## src/rtl/mipse_cpu_pkg.sv

```systemverilog
// Shared constants and types for the mipse_cpu five-stage MIPS subset core.
package mipse_cpu_pkg;

    localparam int DATA_W = 32;

    localparam logic ENABLE    = 1'b1;
    localparam logic DISABLE   = 1'b0;
    localparam logic ENABLE_N  = 1'b0;
    localparam logic DISABLE_N = 1'b1;

    localparam logic [5:0] OP_RTYPE = 6'h00;
    localparam logic [5:0] OP_J     = 6'h02;
    localparam logic [5:0] OP_BEQ   = 6'h04;
    localparam logic [5:0] OP_ADDI  = 6'h08;
    localparam logic [5:0] OP_LW    = 6'h23;
    localparam logic [5:0] OP_SW    = 6'h2B;

    localparam logic [5:0] FN_ADD = 6'h20;
    localparam logic [5:0] FN_SUB = 6'h22;
    localparam logic [5:0] FN_AND = 6'h24;
    localparam logic [5:0] FN_OR  = 6'h25;
    localparam logic [5:0] FN_SLT = 6'h2A;

    typedef enum logic [2:0] {
        ALU_ADD = 3'd0,
        ALU_SUB = 3'd1,
        ALU_AND = 3'd2,
        ALU_OR  = 3'd3,
        ALU_SLT = 3'd4
    } alu_op_e;

    // wreg = 0 means "writes nothing"; a bubble is simply CTRL_NOP.
    typedef struct packed {
        logic [4:0] wreg;
        logic       memtoreg;
        logic       memwrite;
        logic       alusrc;
        alu_op_e    aluop;
    } ex_ctrl_t;

    localparam ex_ctrl_t CTRL_NOP = '{wreg: 5'd0, memtoreg: DISABLE, memwrite: DISABLE,
                                      alusrc: DISABLE, aluop: ALU_ADD};

endpackage

```

## src/rtl/mipse_cpu_rfile.sv

```systemverilog
// 32 x DATA_W register file: two combinational read ports with write-through, one write port.
module rfile #(
    parameter int DATA_W = 32
) (
    input  logic              clk,
    input  logic              rst,
    input  logic [4:0]        ra1,
    input  logic [4:0]        ra2,
    output logic [DATA_W-1:0] rd1,
    output logic [DATA_W-1:0] rd2,
    input  logic              we,
    input  logic [4:0]        wa,
    input  logic [DATA_W-1:0] wd
);

    logic [DATA_W-1:0] rf [0:31];

    always_ff @(posedge clk or posedge rst) begin
        if (rst) begin
            for (int i = 0; i < 32; i++) rf[i] <= '0;
        end else if (we && wa != 5'd0) begin
            rf[wa] <= wd;
        end
    end

    // A WB write in the same cycle is visible to the ID-stage read.
    always_comb begin
        rd1 = rf[ra1];
        rd2 = rf[ra2];
        if (we && wa == ra1) rd1 = wd;
        if (we && wa == ra2) rd2 = wd;
        if (ra1 == 5'd0) rd1 = '0;
        if (ra2 == 5'd0) rd2 = '0;
    end

endmodule

```

## src/rtl/mipse_cpu.sv

```systemverilog
// Five-stage in-order MIPS subset pipeline: forwarding, load-use stall, branches resolved in ID.
module mipse_cpu #(
    parameter int DATA_W = 32
) (
    input  logic              clk,
    input  logic              rst_n,
    input  logic [31:0]       instr,
    input  logic [DATA_W-1:0] readdata,
    output logic [DATA_W-1:0] pc,
    output logic [DATA_W-1:0] aluout,
    output logic [DATA_W-1:0] writedata,
    output logic              memwrite
);
    import mipse_cpu_pkg::*;

    logic [DATA_W-1:0] pc_q, pc_d, pc4;
    logic [31:0]       ifid_instr_q, ifid_instr_d;
    logic [DATA_W-1:0] ifid_pc4_q, ifid_pc4_d;
    ex_ctrl_t          idex_ctrl_q, idex_ctrl_d, ctrl_id;
    logic [4:0]        idex_rs_q, idex_rs_d, idex_rt_q, idex_rt_d;
    logic [DATA_W-1:0] idex_a_q, idex_a_d, idex_b_q, idex_b_d, idex_imm_q, idex_imm_d;
    logic [DATA_W-1:0] exmem_alu_q, exmem_alu_d, exmem_wd_q, exmem_wd_d;
    logic [4:0]        exmem_wreg_q, exmem_wreg_d;
    logic              exmem_memtoreg_q, exmem_memtoreg_d, exmem_memwrite_q, exmem_memwrite_d;
    logic [DATA_W-1:0] memwb_result_q, memwb_result_d;
    logic [4:0]        memwb_wreg_q, memwb_wreg_d;

    logic [5:0]        op_id, fn_id;
    logic [4:0]        rs_id, rt_id, rd_id, shamt_id;
    logic [DATA_W-1:0] imm_id, rd1_id, rd2_id, br_a, br_b, br_target, j_target;
    logic              is_beq, is_j, use_rs, use_rt, lw_stall, br_stall, stall, take_br, take_j;
    logic [DATA_W-1:0] fwd_a, fwd_b, src_b, alu_res;

    assign op_id    = ifid_instr_q[31:26];
    assign rs_id    = ifid_instr_q[25:21];
    assign rt_id    = ifid_instr_q[20:16];
    assign rd_id    = ifid_instr_q[15:11];
    assign shamt_id = ifid_instr_q[10:6];
    assign fn_id    = ifid_instr_q[5:0];
    assign imm_id   = {{(DATA_W-16){ifid_instr_q[15]}}, ifid_instr_q[15:0]};

    rfile #(.DATA_W(DATA_W)) rfile_1 (
        .clk (clk),
        .rst (rst_n),
        .ra1 (rs_id),
        .ra2 (rt_id),
        .rd1 (rd1_id),
        .rd2 (rd2_id),
        .we  (memwb_wreg_q != 5'd0),
        .wa  (memwb_wreg_q),
        .wd  (memwb_result_q)
    );

    always_comb begin
        ctrl_id = CTRL_NOP;
        is_beq  = DISABLE;
        is_j    = DISABLE;
        use_rs  = DISABLE;
        use_rt  = DISABLE;
        case (op_id)
            OP_RTYPE: begin
                if (shamt_id == 5'd0 && (fn_id == FN_ADD || fn_id == FN_SUB || fn_id == FN_AND ||
                                         fn_id == FN_OR || fn_id == FN_SLT)) begin
                    ctrl_id.wreg = rd_id;
                    use_rs       = ENABLE;
                    use_rt       = ENABLE;
                    case (fn_id)
                        FN_SUB:  ctrl_id.aluop = ALU_SUB;
                        FN_AND:  ctrl_id.aluop = ALU_AND;
                        FN_OR:   ctrl_id.aluop = ALU_OR;
                        FN_SLT:  ctrl_id.aluop = ALU_SLT;
                        default: ctrl_id.aluop = ALU_ADD;
                    endcase
                end
            end
            OP_ADDI: begin
                ctrl_id.wreg   = rt_id;
                ctrl_id.alusrc = ENABLE;
                use_rs         = ENABLE;
            end
            OP_LW: begin
                ctrl_id.wreg     = rt_id;
                ctrl_id.alusrc   = ENABLE;
                ctrl_id.memtoreg = ENABLE;
                use_rs           = ENABLE;
            end
            OP_SW: begin
                ctrl_id.alusrc   = ENABLE;
                ctrl_id.memwrite = ENABLE;
                use_rs           = ENABLE;
                use_rt           = ENABLE;
            end
            OP_BEQ: begin
                is_beq = ENABLE;
                use_rs = ENABLE;
                use_rt = ENABLE;
            end
            OP_J:    is_j = ENABLE;
            default: ;
        endcase
    end

    // beq waits for an ALU producer to reach MEM and for a load producer to reach WB.
    assign lw_stall = idex_ctrl_q.memtoreg && idex_ctrl_q.wreg != 5'd0 &&
                      ((use_rs && rs_id == idex_ctrl_q.wreg) || (use_rt && rt_id == idex_ctrl_q.wreg));
    assign br_stall = is_beq &&
                      ((idex_ctrl_q.wreg != 5'd0 && (rs_id == idex_ctrl_q.wreg || rt_id == idex_ctrl_q.wreg)) ||
                       (exmem_memtoreg_q && exmem_wreg_q != 5'd0 &&
                        (rs_id == exmem_wreg_q || rt_id == exmem_wreg_q)));
    assign stall    = lw_stall || br_stall;

    assign br_a      = (rs_id != 5'd0 && rs_id == exmem_wreg_q) ? exmem_alu_q : rd1_id;
    assign br_b      = (rt_id != 5'd0 && rt_id == exmem_wreg_q) ? exmem_alu_q : rd2_id;
    assign take_br   = is_beq && !stall && (br_a == br_b);
    assign take_j    = is_j && !stall;
    assign pc4       = pc_q + DATA_W'(4);
    assign br_target = ifid_pc4_q + {imm_id[DATA_W-3:0], 2'b00};
    assign j_target  = {ifid_pc4_q[DATA_W-1:28], ifid_instr_q[25:0], 2'b00};

    assign fwd_a = (idex_rs_q != 5'd0 && idex_rs_q == exmem_wreg_q) ? exmem_alu_q :
                   (idex_rs_q != 5'd0 && idex_rs_q == memwb_wreg_q) ? memwb_result_q : idex_a_q;
    assign fwd_b = (idex_rt_q != 5'd0 && idex_rt_q == exmem_wreg_q) ? exmem_alu_q :
                   (idex_rt_q != 5'd0 && idex_rt_q == memwb_wreg_q) ? memwb_result_q : idex_b_q;
    assign src_b = idex_ctrl_q.alusrc ? idex_imm_q : fwd_b;

    always_comb begin
        case (idex_ctrl_q.aluop)
            ALU_SUB: alu_res = fwd_a - src_b;
            ALU_AND: alu_res = fwd_a & src_b;
            ALU_OR:  alu_res = fwd_a | src_b;
            ALU_SLT: alu_res = {{(DATA_W-1){1'b0}}, $signed(fwd_a) < $signed(src_b)};
            default: alu_res = fwd_a + src_b;
        endcase
    end

    always_comb begin
        pc_d         = pc4;
        ifid_instr_d = instr;
        ifid_pc4_d   = pc4;
        idex_ctrl_d  = ctrl_id;
        idex_rs_d    = rs_id;
        idex_rt_d    = rt_id;
        idex_a_d     = rd1_id;
        idex_b_d     = rd2_id;
        idex_imm_d   = imm_id;
        if (stall) begin
            pc_d         = pc_q;
            ifid_instr_d = ifid_instr_q;
            ifid_pc4_d   = ifid_pc4_q;
            idex_ctrl_d  = CTRL_NOP;
        end else if (take_br) begin
            pc_d         = br_target;
            ifid_instr_d = '0;
        end else if (take_j) begin
            pc_d         = j_target;
            ifid_instr_d = '0;
        end
        exmem_alu_d      = alu_res;
        exmem_wd_d       = fwd_b;
        exmem_wreg_d     = idex_ctrl_q.wreg;
        exmem_memtoreg_d = idex_ctrl_q.memtoreg;
        exmem_memwrite_d = idex_ctrl_q.memwrite;
        memwb_result_d   = exmem_memtoreg_q ? readdata : exmem_alu_q;
        memwb_wreg_d     = exmem_wreg_q;
    end

    always_ff @(posedge clk or posedge rst_n) begin
        if (rst_n) begin
            pc_q             <= '0;
            ifid_instr_q     <= '0;
            ifid_pc4_q       <= '0;
            idex_ctrl_q      <= CTRL_NOP;
            idex_rs_q        <= '0;
            idex_rt_q        <= '0;
            idex_a_q         <= '0;
            idex_b_q         <= '0;
            idex_imm_q       <= '0;
            exmem_alu_q      <= '0;
            exmem_wd_q       <= '0;
            exmem_wreg_q     <= '0;
            exmem_memtoreg_q <= DISABLE;
            exmem_memwrite_q <= DISABLE;
            memwb_result_q   <= '0;
            memwb_wreg_q     <= '0;
        end else begin
            pc_q             <= pc_d;
            ifid_instr_q     <= ifid_instr_d;
            ifid_pc4_q       <= ifid_pc4_d;
            idex_ctrl_q      <= idex_ctrl_d;
            idex_rs_q        <= idex_rs_d;
            idex_rt_q        <= idex_rt_d;
            idex_a_q         <= idex_a_d;
            idex_b_q         <= idex_b_d;
            idex_imm_q       <= idex_imm_d;
            exmem_alu_q      <= exmem_alu_d;
            exmem_wd_q       <= exmem_wd_d;
            exmem_wreg_q     <= exmem_wreg_d;
            exmem_memtoreg_q <= exmem_memtoreg_d;
            exmem_memwrite_q <= exmem_memwrite_d;
            memwb_result_q   <= memwb_result_d;
            memwb_wreg_q     <= memwb_wreg_d;
        end
    end

    assign pc        = pc_q;
    assign aluout    = exmem_alu_q;
    assign writedata = exmem_wd_q;
    assign memwrite  = exmem_memwrite_q;

endmodule

```

## config.mk

```make
export PLATFORM = sky130hd
export DESIGN_NAME = mipse_cpu
export DESIGN_NICKNAME = d
export VERILOG_FILES = /design/src/rtl/mipse_cpu_pkg.sv /design/src/rtl/mipse_cpu_rfile.sv /design/src/rtl/mipse_cpu.sv
export SDC_FILE = /design/constraint.sdc
export NUM_CORES = 2
export LEC_CHECK = 0
export BUFFER_PORTS_ARGS = -buffer_cell sky130_fd_sc_hd__buf_2
export CAP_MARGIN = 20
export CORE_AREA = 2 2 508 510
export DETAILED_ROUTE_END_ITERATION = 6
export DIE_AREA = 0 0 510 512
export GPL_TIMING_DRIVEN = 0
export SLEW_MARGIN = 20
export SYNTH_ARGS = -nofsm -noshare
export SYNTH_HDL_FRONTEND = slang
export SYNTH_SLANG_ARGS = --single-unit
```

## constraint.sdc

```tcl
create_clock -name clk -period 58.9 [get_ports clk]
set_input_delay 14.725 -clock clk [delete_from_list [all_inputs] [get_ports clk]]
set_output_delay 14.725 -clock clk [all_outputs]
set_load 0.02 [all_outputs]
```

==> results.yml <==
floorplanning:
  rows: 186
  top_level_ports: 163
  core_area_mm2: 0.256
  die-area_mm2: 0.261
  dieWidth_um: 510
  initial_core_util_pct: 29.9
  fp.dieH_um: 512
clocking:
  clk_latency_ns: 0.86
  cts_tree: "yes"
  htreeDepth: 4
  cts-root-buf: "clkbuf_16"
  clock_path_buffers: 3
  cts_hold_buf: 0
  cts.repair.resized: 0
  cts_buffers: 151
  clk_pin_slew_ns: 0.06
  cts_sinks: 1329
  cts_setup_buffers: 0
synth:
  synth_nets: 6494
  yosys_most_used_dff: "dfrtp_1"
  yosysWarnings: 0
  avgSynthCellArea_um2: 12.1
  synth-edff-count: 0
  ys_async_sr_fraction_pct: 100
  syn_area_mm2: 0.0764
  ys_seq_area_share_pct: 43.5
  syn_inst: 6298
  ys_ff_latch: 1329
  yosysUniqueCellTypes: 103
worst_setup_path:
  path_class: "input pin to asynchronous set/reset pin"
  reg2regPathDepth: 23
  critPathMaxFanout: 103
  crit_path_end_kind: "asynchronous set/reset pin"
  startpoint_type: "input pin"
  cp_data_arrival_time_ns: 17.96
  critPathRequiredTime_ns: 59.85
placement:
  post-place-ws_ns: 40.98
  place_inst: 9904
  hpwl_um: 305000
  port_buffers: 162
  place.gp.congestion: 1.06
detailed_routing:
  ant_nets: 0
  drt_first_iter_violations: 9913
  first_pass_iters: 7
  wl_per_cell_um: 42.0
  vias_per_cell: 6.41
  via_count: 65500
  drc: 2
  drt-total-wl_um: 428000
pwr:
  power_frac_seq_pct: 39.6
  finalPower_mw: 2.63
  p_int_mw: 1.73
  p_leak_nw: 39.6
  vdd_drop_max_mv: 0.0295
  power_switching_uw: 902
  p_comb_share_pct: 21.9
  pwr-share-clk_pct: 38.5
  power_per_cell_area_mw_per_mm2: 29.9
  p_sw_share_pct: 34.3
layout:
  final_cell_mix: "dfrtp_1, mux2_2, mux4_2"
  final_core_util_pct: 34.5
  drive_above_1_share_pct: 33.7
  finalNonFillerCells: 10200
  seq_area_mm2: 0.0333
  area_growth_pct: 15.5
  fin_nets: 6872
  nFillCells: 25200
  layout_commonest_cell: "dfrtp_1"
  multi_input_area_mm2: 0.0399
grt:
  grt_overflow: 0
  grt_usage_pct: 32.0
  grt_max_degree: 104
  grt_pass1_wl_um: 564000
  grt_pass1_vias: 61900
  antenna_found_initial: 56
run_status:
  status: "finished with violations"
  violations: "design-rule violations"
worst_hold_path:
  min_path_type: "flip-flop to flip-flop"
  hold_depth: 0
timing:
  max_clock_freq_mhz: 58.8
  timing.setup.tns_ns: 0
  min_period_ns: 17.01
  tightest_slew_ns: 1.39
  rsz0062_at_grt: "no"
  setup_slack_ns: 41.89
  max_slew_margin_pct: 6.90
  setup-violations-final: 0
  fin_skew_ns: 0.0593
  finalMaxSlewViolations: 0
  hold_viol_final: 0
  timing.final.crit_share_pct: 28.9
run:
  cap_violations: 0
-- synth_stat cells (all sizes together) (22+ instances only) --
master | n | area [um2]
dfrtp | 1329 | 33300
a221o | 33 | 330
or3 | 24 | 150
xor2 | 56 | 490
a221oi | 22 | 193
a22o | 67 | 587
ha | 127 | 1590
xnor2 | 65 | 569
nor3 | 65 | 330
and3 | 24 | 150
a22oi | 75 | 573
nand2 | 355 | 1330
and2 | 24 | 150
mux2 | 1036 | 11700
nand3 | 93 | 465
a211oi | 64 | 485
mux4 | 391 | 8810
a21o | 43 | 323
nand2b | 30 | 188
buf | 205 | 1440
a31oi | 30 | 188
nor2 | 249 | 942
inv | 137 | 514
nor4 | 24 | 171
clkbuf | 401 | 1510
nor2b | 35 | 219
mux2i | 366 | 3660
o221ai | 57 | 505
o22ai | 100 | 626
a21oi | 194 | 975
o21ai | 258 | 1300
-- critical path, stage by stage --
cell    delay, ns
buf_2        0.13
inv_8        0.26
buf_16       0.36
buf_16       0.47
buf_16       0.40
buf_16       0.40
buf_16       0.38
buf_16       0.39
-- logic make-up after synthesis --
group                      count (synthesis)  share of synthesized area [%]
adders and majority gates                131                           2.17
AOI/OAI and AO/OA                       1157                           10.4
DFF                                     1329                           43.5
buffers and inverters                    746                           4.54
muxes                                   1793                           31.6
and+or+nand+nor                         1021                           6.33
xor gates and xnor gates                 121                           1.39
-- path summary, 6_finish.rpt --
kind,startpoint,to,slack (ns)
worst min register to register,exmem_memtoreg_d,exmem_memtoreg_q,0.38
max in group clk,aluout[1],aluout[1],42.26
worst min-delay path,exmem_memtoreg_d,exmem_memtoreg_q,0.38
worst max register to register,memwb_wreg_q[0],aluout[0],50.47
worst max-delay path,rst_n,aluout[11],41.89
min in group asynchronous,rst_n,rfile_1.rf[952],13.86
-- cell type report --
class / count / area share, %
multi-input cells: 4223 / 45.2
flip-flops and latches: 1329 / 37.7
clock buffers: 209 / 4.85
well taps: 3384 / 4.80
plain buffers: 606 / 3.52
repair buffers: 225 / 2.26
clock inverters: 63 / 0.962
inverters: 140 / 0.604
diodes: 33 / 0.0936
-- per-layer routing --
metal / vias to the layer above / track usage, % / share of wire (%)
li1: 24500 / - / -
met1: 34300 / 39.8 / 37
met2: 5179 / 44.2 / 40
met3: 1512 / 13.1 / 13
met4: 36 / 23.1 / 8.9
met5: - / 0.389 / 0.084
-- through the flow --
step / hold WS, ns / cell area (um2)
after floorplan: 0.331 / 76400
after global placement: 0.368 / 81400
after detailed placement: 0.370 / 82900
after CTS: 0.384 / 88100
after global routing: 0.398 / 88200
final: 0.381 / 88200
-- registers in the layout (all words and copies together), names as in the netlist, 16 cells and up --
signal and count:
idex_b_q 32, aluout 32, memwb_result_q 32, pc 32, ifid_pc4_q 32, writedata 32
ifid_instr_q 32, idex_imm_q 16, idex_a_q 32, rfile_1.rf 1024
-- power by group through the flow --
| stage | clock (mW) | sequential (mW) | combinational [mW] |
|---|---|---|---|
| after floorplan | 0 | 1.04 | 0.312 |
| after global placement | 0 | 1.06 | 0.534 |
| after detailed placement | 0 | 1.06 | 0.548 |
| after CTS | 1.02 | 1.04 | 0.550 |
| after global routing | 1.05 | 1.05 | 0.593 |
| final | 1.02 | 1.04 | 0.576 |
Power figures use the tool's default switching activity.
